### config.mk
export PLATFORM = sky130hd
export DESIGN_NAME = act_tile_loader
export DESIGN_NICKNAME = d
export VERILOG_FILES = /design/src/rtl/act_loader_pkg.sv /design/src/rtl/act_tile_bank.sv /design/src/rtl/act_tile_loader.sv
export SDC_FILE = /design/constraint.sdc
export NUM_CORES = 1
export LEC_CHECK = 0
export ABC_AREA = 1
export BUFFER_PORTS_ARGS = -buffer_cell sky130_fd_sc_hd__buf_2
export CAP_MARGIN = 20
export CORE_AREA = 2 2 171 157
export CTS_CLUSTER_SIZE = 20
export DETAILED_ROUTE_END_ITERATION = 12
export DIE_AREA = 0 0 173 159
export PLACE_DENSITY = 0.78
export RECOVER_POWER = 100
export SYNTH_ARGS = -nofsm -noshare
export SYNTH_HDL_FRONTEND = slang
export SYNTH_SLANG_ARGS = --single-unit
### constraint.sdc
create_clock -name clk -period 3.7 [get_ports clk]
set_input_delay 0 -clock clk [delete_from_list [all_inputs] [get_ports clk]]
set_output_delay 0 -clock clk [all_outputs]
set_load 0.02 [all_outputs]
### src/rtl/act_loader_pkg.sv
// act_loader_pkg: shared constants, FSM state type and activation type for the tile loader
package act_loader_pkg;
  localparam int ACT_DATA_W = 8;
  localparam int ACT_TILE = 16;
  localparam int ACT_DRAIN_CYCLES = 7;
  typedef enum logic [1:0] {FILL, LOAD, DRAIN} act_ld_state_t;
  typedef logic [ACT_DATA_W-1:0] act_t;
endpackage

### src/rtl/act_tile_bank.sv
// act_tile_bank: fill buffer with indexed write, sync clear, complete flag and write-through read-out
module act_tile_bank #(
  parameter int DATA_W = 8,
  parameter int TILE = 16
) (
  input  logic              clk,
  input  logic              reset,
  input  logic              we,
  input  logic [DATA_W-1:0] wdata,
  input  logic              wlast,
  input  logic              clr,
  output logic              complete,
  output logic              done,
  output logic [DATA_W-1:0] tile [TILE-1:0]
);
  localparam int IW = TILE > 1 ? $clog2(TILE) : 1;
  logic [IW-1:0] idx;
  logic [DATA_W-1:0] mem [TILE-1:0];
  assign done = we && (idx == IW'(TILE-1) || wlast);
  // read-out includes this cycle's byte so a completing transfer lands in the snapshot
  always_comb begin
    for (int i = 0; i < TILE; i++) tile[i] = (we && idx == IW'(i)) ? wdata : mem[i];
  end
  // clear wins over a simultaneous write: the completing byte is already in the snapshot
  always_ff @(posedge clk or negedge reset) begin
    if (!reset) begin
      idx <= '0;
      complete <= 1'b0;
      mem <= '{default: '0};
    end else if (clr) begin
      idx <= '0;
      complete <= 1'b0;
      mem <= '{default: '0};
    end else if (we) begin
      mem[idx] <= wdata;
      idx <= done ? '0 : idx + 1'b1;
      complete <= done;
    end
  end
endmodule

### src/rtl/act_tile_loader.sv
// act_tile_loader: assembles a byte stream into tiles and issues them to the shift buffer;
// define ACT_LOADER_DBUF_EN to let the next tile fill while the current one drains
import act_loader_pkg::*;

module act_tile_loader #(
  parameter int DATA_W = ACT_DATA_W,
  parameter int TILE = ACT_TILE,
  parameter int DRAIN_CYCLES = ACT_DRAIN_CYCLES
) (
  input  logic              clk,
  input  logic              reset,
  input  logic              in_valid,
  output logic              in_ready,
  input  logic [DATA_W-1:0] in_data,
  input  logic              in_last,
  output logic              load,
  output logic [DATA_W-1:0] activation [TILE-1:0],
  output logic              busy,
  output logic [15:0]       tiles_issued
);
  localparam int CW = $clog2(DRAIN_CYCLES + 1);
  act_ld_state_t state, state_nxt;
  logic [CW-1:0] cnt;
  logic complete, done, enter_load;
  logic [DATA_W-1:0] snap [TILE-1:0];
  act_tile_bank #(.DATA_W(DATA_W), .TILE(TILE)) u_bank (
    .clk(clk),
    .reset(reset),
    .we(in_valid && in_ready),
    .wdata(in_data),
    .wlast(in_last),
    .clr(enter_load),
    .complete(complete),
    .done(done),
    .tile(snap)
  );
`ifdef ACT_LOADER_DBUF_EN
  assign in_ready = reset && !complete;
`else
  assign in_ready = reset && state == FILL && !complete;
`endif
  assign busy = state != FILL;
  assign enter_load = state == FILL && state_nxt == LOAD;
  // next state: issue on completion or a held tile, one load cycle, then a counted drain
  always_comb begin
    state_nxt = state == FILL ? ((done || complete) ? LOAD : FILL)
              : state == LOAD ? DRAIN
              : (cnt == '0 ? FILL : DRAIN);
  end
  // state, drain counter, load strobe and the presented tile
  always_ff @(posedge clk or negedge reset) begin
    if (!reset) begin
      state <= FILL;
      cnt <= '0;
      load <= 1'b0;
      tiles_issued <= '0;
      activation <= '{default: '0};
    end else begin
      state <= state_nxt;
      load <= state_nxt == LOAD;
      cnt <= state == LOAD ? CW'(DRAIN_CYCLES - 1) : (state == DRAIN && cnt != '0) ? cnt - 1'b1 : cnt;
      if (enter_load) begin
        tiles_issued <= tiles_issued + 1'b1;
        activation <= snap;
      end
    end
  end
endmodule

==> results of run 1 <==
cells in the mapped netlist:
cell type | instances | area share (%)
a21oi_1 | 45 | 1.8
ha_1 | 7 | 0.70
nand2_2 | 3 | 0.15
dfrtp_1 | 282 | 57
clkbuf_1 | 12 | 0.36
nor2_2 | 3 | 0.15
nor2_1 | 40 | 1.2
o21ai_0 | 6 | 0.24
xnor2_1 | 3 | 0.21
clkinv_1 | 2 | 0.060
nor2_4 | 5 | 0.45
inv_1 | 128 | 3.9
inv_2 | 2 | 0.060
nand3b_1 | 5 | 0.30
buf_6 | 5 | 0.45
nand3_1 | 30 | 1.2
buf_1 | 13 | 0.39
nand4_1 | 14 | 0.70
xor2_1 | 3 | 0.21
nand3_2 | 2 | 0.16
nand2_1 | 949 | 29
buf_2 | 21 | 0.85
buf_4 | 17 | 1.0
worst register-to-register path, cell delays in order, from the launching register on:
cell	delay, ns
dfrtp_1	0.43
ha_1	0.27
nand3_1	0.11
nand2_1	0.09
nand3_1	0.18
nand2_1	0.28
nand2_8	0.67
clkbuf_2	0.69
nand2_1	0.12
nand2_1	0.10
registers in the layout, summed over array words and instances (netlist names):
signal	flops
u_bank.mem	128
activation	128
u_bank.idx	4
cnt	3
tiles_issued	16
u_bank.complete	1
state	2
logic make-up (layout without fill, tap and decap cells):
family	count (synthesis)	count (layout)	share of synthesized area (%)
compound gates	51	51	2.05
xor+xnor	6	6	0.423
fa+ha+maj	7	7	0.704
buf+inv	200	359	7.07
flops	282	282	56.8
simple gates	1051	1051	33.0
per-stage QoR:
stage	hold WS (ns)	utilization (%)	power, mW	worst slack (ns)
2_1_floorplan	-0.296	-	4.83	1.94
4_1_cts	0.00349	56.5	8.32	1.07
6_report	0.0315	55.5	8.20	0.701
3_3_place_gp	-0.115	52.2	5.26	1.20
5_1_grt	0.0204	55.5	8.63	0.422
3_5_place_dp	-0.115	52.2	5.32	1.11
power groups by stage:
stage,clock network [mW],logic (mW),registers (mW)
after floorplan,0,1.03,3.80
after global placement,0,1.61,3.65
after detailed placement,0,1.66,3.65
after CTS,3.03,1.69,3.60
after global routing,3.17,1.82,3.64
final,2.98,1.61,3.61
path summary, 6_finish.rpt:
check / from / end
max: u_bank.idx[0] / activation[27]
min: in_data[0] / u_bank.mem[56]
max reg2reg: u_bank.idx[0] / activation[27]
min reg2reg: activation[13] / activation[13]
max in group asynchronous: reset / activation[71]
min in group asynchronous: reset / activation[61]
layout make-up:
class                   instances  share of cell area [%]
flip-flops and latches        282                    49.6
multi-input cells            1115                    31.7
clock buffers                  45                    6.29
repair buffers                175                    5.29
inverters                     132                    3.48
well taps                     348                    3.06
clock inverters                 7                   0.650
layer usage:
| layer | part of all wire [%] | global-route usage [%] | up-vias | routed length, microns |
|---|---|---|---|---|
| li1 | - | - | 5053 | - |
| met1 | 45 | 33.2 | 4872 | 13700 |
| met2 | 46 | 34.3 | 336 | 13800 |
| met3 | 7.0 | 3.80 | 49 | 2100 |
| met4 | 1.8 | 4.93 | 0 | 558 |
| met5 | 0 | 0 | - | 0 |
repair_timing:
action	4_1_cts	5_1_grt
endpoints found under the hold margin	232	0
hold buffers	9	0
resized for setup	0	0
==> impl_metrics.csv, run 1 <==
group,metric,value,unit
run_status,status,"complete, but fails checks",
run_status,violations,"capacitance limit, slew limit",
detailed_routing,wl_per_cell,14.4,microns
worst_setup_path,critPathBufInv,1,
power_and_ir_drop,cellPowerDensity,576,nW/um^2
worst_setup_path,end_kind,"register",
detailed_routing,drc,0,
clock_network,cts_max_path_buffers,3,
power_and_ir_drop,power.internal,5.61,mW
synthesis,syn_area,12400,sq um
layout,stdcell_area,14200,sq um
place,postPlaceCellArea,13400,sq um
place,dpl.cell_count,2043,
worst_setup_path,cp_max_fo,129,
worst_setup_path,crit_family,"simple AND/OR/NAND/NOR gates",
place,hpwl,18.6,mm
worst_setup_path,cpMostUsedCell,"nand2_1",
die,die_y,159,microns
worst_setup_path,critical_path_class,"reg -> reg",
worst_setup_path,crit_chain,"ha_1 -> nand3_1 -> nand2_1 -> nand3_1 -> nand2_1 -> nand2_8 -> clkbuf_2 -> nand2_1 -> nand2_1",
timing,finClkSkew,0.00598,ns
layout,drive_gt1_share,4.44,%
timing,rsz0062_at_grt,"false",
detailed_routing,viasPerCell,4.90,
detailed_routing,drtIter0Drc,979,
min_path,hold_path.class,"in -> reg",
clock_network,htreeDepth,1,
timing,min_period,3.00,ns
timing,fin_tns_setup,0,ns
worst_setup_path,ff2ff_path_depth,9,
synthesis,synthCells,1597,
synthesis,yosysWarningCount,0,
global_routing,grt_max_degree,186,
place,gp_congestion,0.827,
global_routing,grt-ovfl-total,0,
detailed_routing,firstDrtPassIters,5,
die,ios,159,
min_path,hold_depth,3,
die,coreArea,25600,sq um
synthesis,yosysSeqAreaShare,56.8,%
detailed_routing,vias,10300,
power_and_ir_drop,leakage,8.37,nW
die,start_util,48.5,%
worst_setup_path,reg2reg_slack,0.70,ns
clock_network,cts_tree,"built",
power_and_ir_drop,netSwitchingFraction,31.6,%
timing,fmax,0.333,GHz
timing,finalCritPeriodShare,81.1,%
die,die_w,173,microns
power_and_ir_drop,seq_power_share,44.0,%
clock_network,root_buffer,"clkbuf_16",
layout,nNetsFinal,1754,
run,cap_violations,4,
global_routing,grt_pass1_vias,9928,
layout,syn_to_final_growth,14.6,%
layout,layout_commonest_cell,"nand2_1",
timing,drv_slew,367,
detailed_routing,ant_nets,0,
power_and_ir_drop,p_sw,2.59,mW
timing,worst_pin_slew,2.55,ns
clock_network,cts_setup_buffers,0,
power_and_ir_drop,vdd_ir_drop_max,0.360,mV
synthesis,ys_seq_elements,282,
timing,finalHoldViolCount,0,
layout,fill_cells,2422,
clock_network,cts.sinks,282,
power_and_ir_drop,p_comb_share,19.7,%
layout,diodes,0,
layout,ff_latch_area,7060,sq um
worst_setup_path,cp.depth,9,
global_routing,grt_pass1_wl,50.7,mm
die,rows,56,
synthesis,syn_nets,1616,
layout,layout.cells.non_filler,2104,
worst_setup_path,startpoint_type,"register",
global_routing,antenna_found_initial,0,
clock_network,clkTransAtPathRegs,0.06,ns
global_routing,grt_use_total,22.2,%
layout,multi_input_area,4510,sq um
die,dieArea,27500,sq um
clock_network,clock_latency,0.53,ns
place,port-buffer-count,158,
worst_setup_path,cp.arrival,3.47,ns
timing,finalSetupViolCount,0,
power_and_ir_drop,power_frac_clock,36.4,%
worst_setup_path,crit_required,4.17,ns
worst_setup_path,worst_path_largest_cell_delay,0.67,ns
timing,slew_headroom,-69.7,%
layout,final_cell_mix,"nand2_1, dfrtp_1, clkbuf_1",
detailed_routing,wl,30.2,mm
synthesis,synth_cell_types,23,
clock_network,cts_inserted_buffers,29,
worst_setup_path,cp_slowest_cell,"nand2_8",
synthesis,avgSynthCellArea,7.78,sq um
No activity file was read; power rests on OpenSTA's default activity.
==> inputs of run 2 (changes only) <==
--- a/config.mk
+++ b/config.mk
@@ -5,14 +5,14 @@
 export SDC_FILE = /design/constraint.sdc
 export NUM_CORES = 1
 export LEC_CHECK = 0
-export ABC_AREA = 1
+export ABC_AREA = 0
 export BUFFER_PORTS_ARGS = -buffer_cell sky130_fd_sc_hd__buf_2
 export CAP_MARGIN = 20
-export CORE_AREA = 2 2 171 157
+export CORE_AREA = 2 2 162 149
 export CTS_CLUSTER_SIZE = 20
 export DETAILED_ROUTE_END_ITERATION = 12
-export DIE_AREA = 0 0 173 159
-export PLACE_DENSITY = 0.78
+export DIE_AREA = 0 0 164 151
+export PLACE_DENSITY = 0.81
 export RECOVER_POWER = 100
 export SYNTH_ARGS = -nofsm -noshare
 export SYNTH_HDL_FRONTEND = slang
==> constraint.sdc (replaced) <==
create_clock -name clk -period 2.5 [get_ports clk]
set_input_delay 0 -clock clk [delete_from_list [all_inputs] [get_ports clk]]
set_output_delay 0 -clock clk [all_outputs]
set_load 0.02 [all_outputs]
==> run 2 against run 1 <==
Compared with the run above:
- the run still ends with capacitance limit, slew limit left
- register-to-register slack worse by 0.54 ns
- routed wire length decreased by 14%
- count of clock-buffer cells in the layout decreased by 4
- clock power grew 43%
- non-clock buffer count increased by 7
- worst hold slack improved by 0.0097 ns
- sequential power increased by 47%
- setup slack lost 0.54 ns
- fmax up 28%
==> impl_metrics.csv, run 2 <==
group,metric,value,unit
run_status,violations,"capacitance limit, slew limit",
die,rows,53,
timing,worst_pin_slew,1.82,ns
die,dieArea,24800,sq um
synthesis,synth_top_family_by_area,"simple AND/OR/NAND/NOR gates",
layout,reg.largest.list,"activation (128), u_bank.mem (128), tiles_issued (16)",
global_routing,grt_max_degree,82,
synthesis,synth-edff-count,0,
timing,drv_slew,283,
synthesis,synth.area.top_cells,"dfrtp_1, mux2i_1, nand2_1",
synthesis,synth_ff_type,"dfrtp_1",
clock_network,cts_inserted_buffers,28,
synthesis,yosysMostFrequentCell,"dfrtp_1",
synthesis,ys_async_sr_fraction,100,%
clock_network,htreeDepth,1,
run_status,status,"complete, but fails checks",
worst_setup_path,cp_slowest_cell,"or3_4",
clock_network,clkTransAtPathRegs,0.06,ns
global_routing,grt-ovfl-total,0,
timing,worst_slack,0.156,ns
clock_network,cts_resized,0,
global_routing,antenna_found_initial,0,
detailed_routing,wl_per_cell,17.9,microns
timing,min_period,2.34,ns
synthesis,avgSynthCellArea,11.4,sq um
power_and_ir_drop,leakage,6.15,nW
worst_setup_path,crit_required,2.90,ns
timing,finalHoldViolCount,0,
clock_network,clock_latency,0.54,ns
detailed_routing,drc,0,
clock_network,cts.sinks,282,
die,start_util,48.4,%
synthesis,yosysTopAreaCellShare,63.4,%
worst_setup_path,startpoint_type,"register",
clock_network,root_buffer,"clkbuf_16",
synthesis,synthCells,976,
global_routing,grt_pass1_wl,41.5,mm
worst_setup_path,crit_chain,"ha_1 -> a311oi_1 -> or3_4 -> inv_4 -> clkbuf_4 -> nor2_1",
die,die_w,164,microns
timing,rsz0062_at_grt,"false",
timing,finalSetupViolCount,0,
run,cap_violations,4,
clock_network,cts_max_path_buffers,3,
worst_setup_path,crit_family,"buffers and inverters",
place,pre_cts_ws,0.224,ns
timing,slew_headroom,-21.4,%
layout,syn_to_final_growth,16.5,%
synthesis,synthTopCellsByCount,"dfrtp_1, nand2_1, nor2_1",
worst_setup_path,end_kind,"register",
synthesis,syn_nets,995,
worst_setup_path,critPathBufInv,2,
clock_network,hold_buffers,4,
layout,final_cell_mix,"dfrtp_1, clkbuf_1, nand2_1",
synthesis,synth_top_cell_by_area,"dfrtp_1",
synthesis,synth_cell_types,45,
layout,multi_input_area,3770,sq um
worst_setup_path,cp_max_fo,28,
layout,nNetsFinal,1147,
layout,ff_latch_area,7060,sq um
synthesis,synth-simple-area-share,13.6,%
detailed_routing,drtIter0Drc,602,
place,hpwl,16.7,mm
power_and_ir_drop,cellPowerDensity,876,nW/um^2
die,coreArea,23000,sq um
global_routing,grt_use_total,21.4,%
detailed_routing,firstDrtPassIters,5,
worst_setup_path,worst_path_largest_cell_delay,0.49,ns
detailed_routing,viasPerCell,5.26,
detailed_routing,vias,7611,
place,gp_congestion,0.809,
timing,finClkSkew,0.0103,ns
clock_network,cts_tree,"built",
synthesis,yosysWarningCount,0,
worst_setup_path,critical_path_class,"reg -> reg",
synthesis,syn_area,11100,sq um
timing,fmax,0.427,GHz
synthesis,synthAdderAreaFrac,0.786,%
timing,fin_tns_setup,0,ns
power_and_ir_drop,vdd_ir_drop_max,0.508,mV
die,die_y,151,microns
die,ios,159,
layout,diodes,0,
place,port-buffer-count,158,
synthesis,synth_mux_area_share,11.6,%
min_path,hold_path.class,"in -> reg",
timing,finalCritPeriodShare,93.8,%
synthesis,synth_xor_xnor_area_share,1.26,%
layout,drive_gt1_share,8.29,%
detailed_routing,ant_nets,0,
layout,layout_commonest_cell,"dfrtp_1",
synthesis,ys_seq_elements,282,
synthesis,synth_compound_area_share,6.65,%
global_routing,grt_pass1_vias,7556,
detailed_routing,wl,26.0,mm
synthesis,yosysSeqAreaShare,63.4,%
clock_network,cts_setup_buffers,0,
worst_setup_path,cp.arrival,2.74,ns
layout,fill_cells,1974,
## run 2: cell count changes after synthesis, sizes merged, moves of 6 or more
| cell | delta |
|---|---|
| a21oi | -41 |
| mux2i | +128 |
| inv | -123 |
| nand3 | -24 |
| nor3 | +6 |
| nor2 | +94 |
| o21ai | +123 |
| buf | -22 |
| nand4 | -6 |
| nand2 | -810 |
| clkbuf | +14 |
| xor2 | +7 |
## run 2: logic make-up after synthesis
group,Yosys count
and+or+nand+nor,334
AOI/OAI and AO/OA,141
adders and majority gates,7
xor gates and xnor gates,16
muxes,129
buffers and inverters,67
DFF,282
## run 2: area by class of cell
| type | instances | area share (%) |
|---|---|---|
| Inverter | 7 | 0.222 |
| Tap cell | 302 | 2.91 |
| Multi-Input combinational cell | 627 | 29.0 |
| Clock inverter | 7 | 0.655 |
| Clock buffer | 41 | 6.55 |
| Sequential cell | 282 | 54.4 |
| Timing Repair Buffer | 182 | 6.27 |
## run 2: worst paths after layout
kind	start	cells past startpoint	endpoint	slack, ns
worst max register to register	u_bank.idx[1]	6	u_bank.mem[69]	0.16
max in group asynchronous	reset	3	u_bank.mem[49]	0.69
worst max-delay path	u_bank.idx[1]	6	u_bank.mem[69]	0.16
worst min register to register	activation[78]	2	activation[78]	0.48
worst min-delay path	in_valid	4	u_bank.idx[0]	0.04
min in group asynchronous	reset	3	u_bank.idx[2]	0.53
## run 2: per-stage QoR
stage                     util (%)  hold slack (ns)  std cells  total power, mW  cell area [sq um]
after CTS                     57.6           0.0108       1448             11.6              13300
after global placement        53.4           -0.179       1396             7.22              12300
after floorplan                  -           -0.296        976             6.57              11100
final                         56.4           0.0412       1448             11.4              13000
after global routing          56.4           0.0374       1448             11.9              13000
after detailed placement      53.4           -0.180       1396             7.30              12300
## run 2: routing by layer
| metal | share of wire, % | wire length [microns] | track usage (%) |
|---|---|---|---|
| met1 | 46 | 11900 | 31.6 |
| met3 | 6.3 | 1620 | 4.30 |
| met5 | 0 | 0 | 0 |
| met2 | 46 | 11900 | 32.6 |
| met4 | 1.9 | 503 | 5.75 |
## run 2: worst reg2reg max path, cell delays in order, from the launching register on
cell and delay, ns:
dfrtp_1 0.43, ha_1 0.28, a311oi_1 0.17, or3_4 0.49, inv_4 0.29, clkbuf_4 0.45
nor2_1 0.11
## run 2: where the power goes
part / internal, mW / switching, mW
logic: 0.523 / 1.27
clock network: 2.54 / 1.71
registers: 5.04 / 0.280
==> inputs of run 3 (changes only) <==
--- a/config.mk
+++ b/config.mk
@@ -5,14 +5,14 @@
 export SDC_FILE = /design/constraint.sdc
 export NUM_CORES = 1
 export LEC_CHECK = 0
-export ABC_AREA = 0
+export ABC_AREA = 1
 export BUFFER_PORTS_ARGS = -buffer_cell sky130_fd_sc_hd__buf_2
 export CAP_MARGIN = 20
-export CORE_AREA = 2 2 162 149
+export CORE_AREA = 2 2 171 157
 export CTS_CLUSTER_SIZE = 20
 export DETAILED_ROUTE_END_ITERATION = 12
-export DIE_AREA = 0 0 164 151
-export PLACE_DENSITY = 0.81
+export DIE_AREA = 0 0 173 159
+export PLACE_DENSITY = 0.8
 export RECOVER_POWER = 100
 export SYNTH_ARGS = -nofsm -noshare
 export SYNTH_HDL_FRONTEND = slang
==> run 3 against run 2 <==
Compared with the run above:
- the run now ends clean
- sequential share of layout area fell by 5.5 points
- total power rose by 11%
- clock power grew 14%
- fmax grew 4.8%
- worst hold slack got worse by 0.0026 ns
- design area is 11% higher
- combinational power is 38% higher
- die area increased by 11%
- non-clock buffer count unchanged
==> impl_metrics.csv, run 3 (synthesis results as in run 1) <==
group,metric,value,unit
run_status,status,"finished, final reports clean",
worst_setup_path,endpoint,"activation[72]",
die,coreArea,25600,sq um
layout,drive_gt1_share,4.66,%
worst_setup_path,worst_path_largest_cell_delay,0.45,ns
global_routing,use_met1,33.5,%
worst_setup_path,cp.depth,8,
place,hpwl,19.3,mm
global_routing,antenna_found_initial,0,
timing,fmax,0.447,GHz
timing,finClkSkew,0.00957,ns
clock_network,root_buffer,"clkbuf_16",
power_and_ir_drop,power_frac_clock,38.3,%
power_and_ir_drop,vdd_ir_drop_max,0.642,mV
layout,syn_to_final_growth,16.2,%
timing,fin_tns_setup,0,ns
place,gp_congestion,0.888,
power_and_ir_drop,p_sw,3.87,mW
layout,final_cell_mix,"nand2_1, dfrtp_1, clkbuf_1",
die,die_w,173,microns
die,start_util,48.5,%
worst_setup_path,critPathBufInv,1,
detailed_routing,vias,10400,
worst_setup_path,cpMostUsedCell,"nand2_1",
die,rows,56,
clock_network,clock_latency,0.54,ns
layout,fill_cells,2387,
layout,reg.largest.list,"activation (128), u_bank.mem (128), tiles_issued (16)",
timing,rsz0062_at_grt,"false",
global_routing,grt_pass1_wl,51.1,mm
global_routing,grt_pass1_vias,9834,
timing,finalCritPeriodShare,89.4,%
clock_network,cts_resized,0,
power_and_ir_drop,leakage,8.46,nW
worst_setup_path,end_kind,"register",
timing,worst_pin_slew,1.44,ns
min_path,hold_start,"in_data[4]",
timing,slew_headroom,3.94,%
timing,finalSetupViolCount,0,
clock_network,cts_max_path_buffers,3,
power_and_ir_drop,power.internal,8.80,mW
global_routing,grt_use_total,22.4,%
timing,drv_slew,0,
worst_setup_path,critical_path_class,"reg -> reg",
clock_network,htreeDepth,1,
detailed_routing,drtIter0Drc,950,
worst_setup_path,cp.arrival,2.70,ns
global_routing,met2_usage,34.9,%
power_and_ir_drop,seq_power_share,42.2,%
detailed_routing,ant_nets,0,
layout,layout_commonest_cell,"nand2_1",
die,dieArea,27500,sq um
worst_setup_path,ff2ff_path_depth,8,
worst_setup_path,crit_chain,"ha_1 -> nand3_1 -> nand2_1 -> nand3_1 -> a21oi_4 -> buf_12 -> nand2_1 -> nand2_1",
worst_setup_path,startpoint_type,"register",
worst_setup_path,crit_start,"u_bank.idx[1]",
worst_setup_path,crit_family,"simple AND/OR/NAND/NOR gates",
power_and_ir_drop,netSwitchingFraction,30.6,%
detailed_routing,wl_per_cell,14.6,microns
clock_network,cts_tree,"built",
global_routing,grt.busiest_layer,"met2",
layout,fin_util,56.3,%
run,cap_violations,0,
layout,diodes,0,
worst_setup_path,cp_slowest_cell,"dfrtp_1",
place,port-buffer-count,158,
die,ios,159,
die,die_y,159,microns
global_routing,use_met3,2.98,%
power_and_ir_drop,cellPowerDensity,878,nW/um^2
power_and_ir_drop,p_comb_share,19.5,%
clock_network,clkTransAtPathRegs,0.06,ns
timing,min_period,2.24,ns
detailed_routing,viasPerCell,4.92,
global_routing,grt-ovfl-total,0,
worst_setup_path,cp_max_fo,121,
clock_network,cts.sinks,282,
power_and_ir_drop,power,12.7,mW
detailed_routing,drc,0,
layout,nNetsFinal,1761,
clock_network,cts_inserted_buffers,29,
worst_setup_path,r2r_start,"u_bank.idx[1]",
timing,finalHoldViolCount,0,
worst_setup_path,reg2reg_slack,0.26,ns
worst_setup_path,r2r_end,"activation[72]",
detailed_routing,firstDrtPassIters,5,
worst_setup_path,crit_required,2.97,ns
global_routing,grt_max_degree,175,
min_path,hold_path.class,"in -> reg",
detailed_routing,wl,30.7,mm
[run 3: changes by cell type in the layout (fill, tap and decap cells not counted), moves of 40 or more]
cell	previous run	this run
a21oi_1	4	44
inv_1	6	129
mux2i_1	128	0
nand2_1	142	950
nor2_1	133	41
o21ai_0	127	6
[run 3: how the worst min path moves through the flow]
stage	endpoint	slack, ns	depth (start not counted)
after floorplan	activation[0]	-0.30	0
after global placement	activation[45]	0.09	2
after detailed placement	tiles_issued[3]	0.1	2
after CTS	u_bank.mem[60]	0.02	3
after global routing	u_bank.mem[44]	0.04	3
final	u_bank.mem[44]	0.04	3
[run 3: tightest hold or removal path, delay by kind of cell]
family / cells / cell delay [ns]
simple gates: 1 / 0.17
compound gates: 1 / 0.07
buf+inv: 1 / 0.29
[run 3: layer usage]
metal / vias up / wire length (microns)
li1: 5075 / -
met1: 4943 / 14400
met2: 323 / 14100
met3: 40 / 1740
met4: 0 / 536
met5: - / 0
[run 3: per-stage QoR]
stage	setup slack [ns]	hold WS, ns	instance area [sq um]	std cells
6_report	0.264	0.0386	14400	2109
4_1_cts	0.387	0.0204	14700	2109
5_1_grt	0.111	0.0406	14400	2109
3_5_place_dp	0.401	0.0996	13500	2050
3_3_place_gp	0.475	0.0940	13500	2050
2_1_floorplan	0.738	-0.296	12400	1597
[run 3: area by class of cell]
type / count / area, sq um / area share (%)
well taps: 348 / 435 / 3.01
clock buffers: 35 / 758 / 5.25
multi-input cells: 1115 / 4510 / 31.2
repair buffers: 182 / 882 / 6.11
clock inverters: 15 / 309 / 2.14
flip-flops and latches: 282 / 7060 / 48.9
inverters: 132 / 495 / 3.43
[run 3: timing repair]
item	CTS	global route
hold buffers	9	0
setup endpoints to repair	0	0
setup buffers	0	0
hold endpoints to repair	68	0
[run 3: power by group through the flow]
stage          clock, mW  sequential [mW]  combinational [mW]
2_1_floorplan          0             5.63                1.52
3_3_place_gp           0             5.40                2.49
3_5_place_dp           0             5.42                2.56
4_1_cts             4.93             5.34                2.59
5_1_grt             5.12             5.39                2.77
6_report            4.85             5.35                2.48
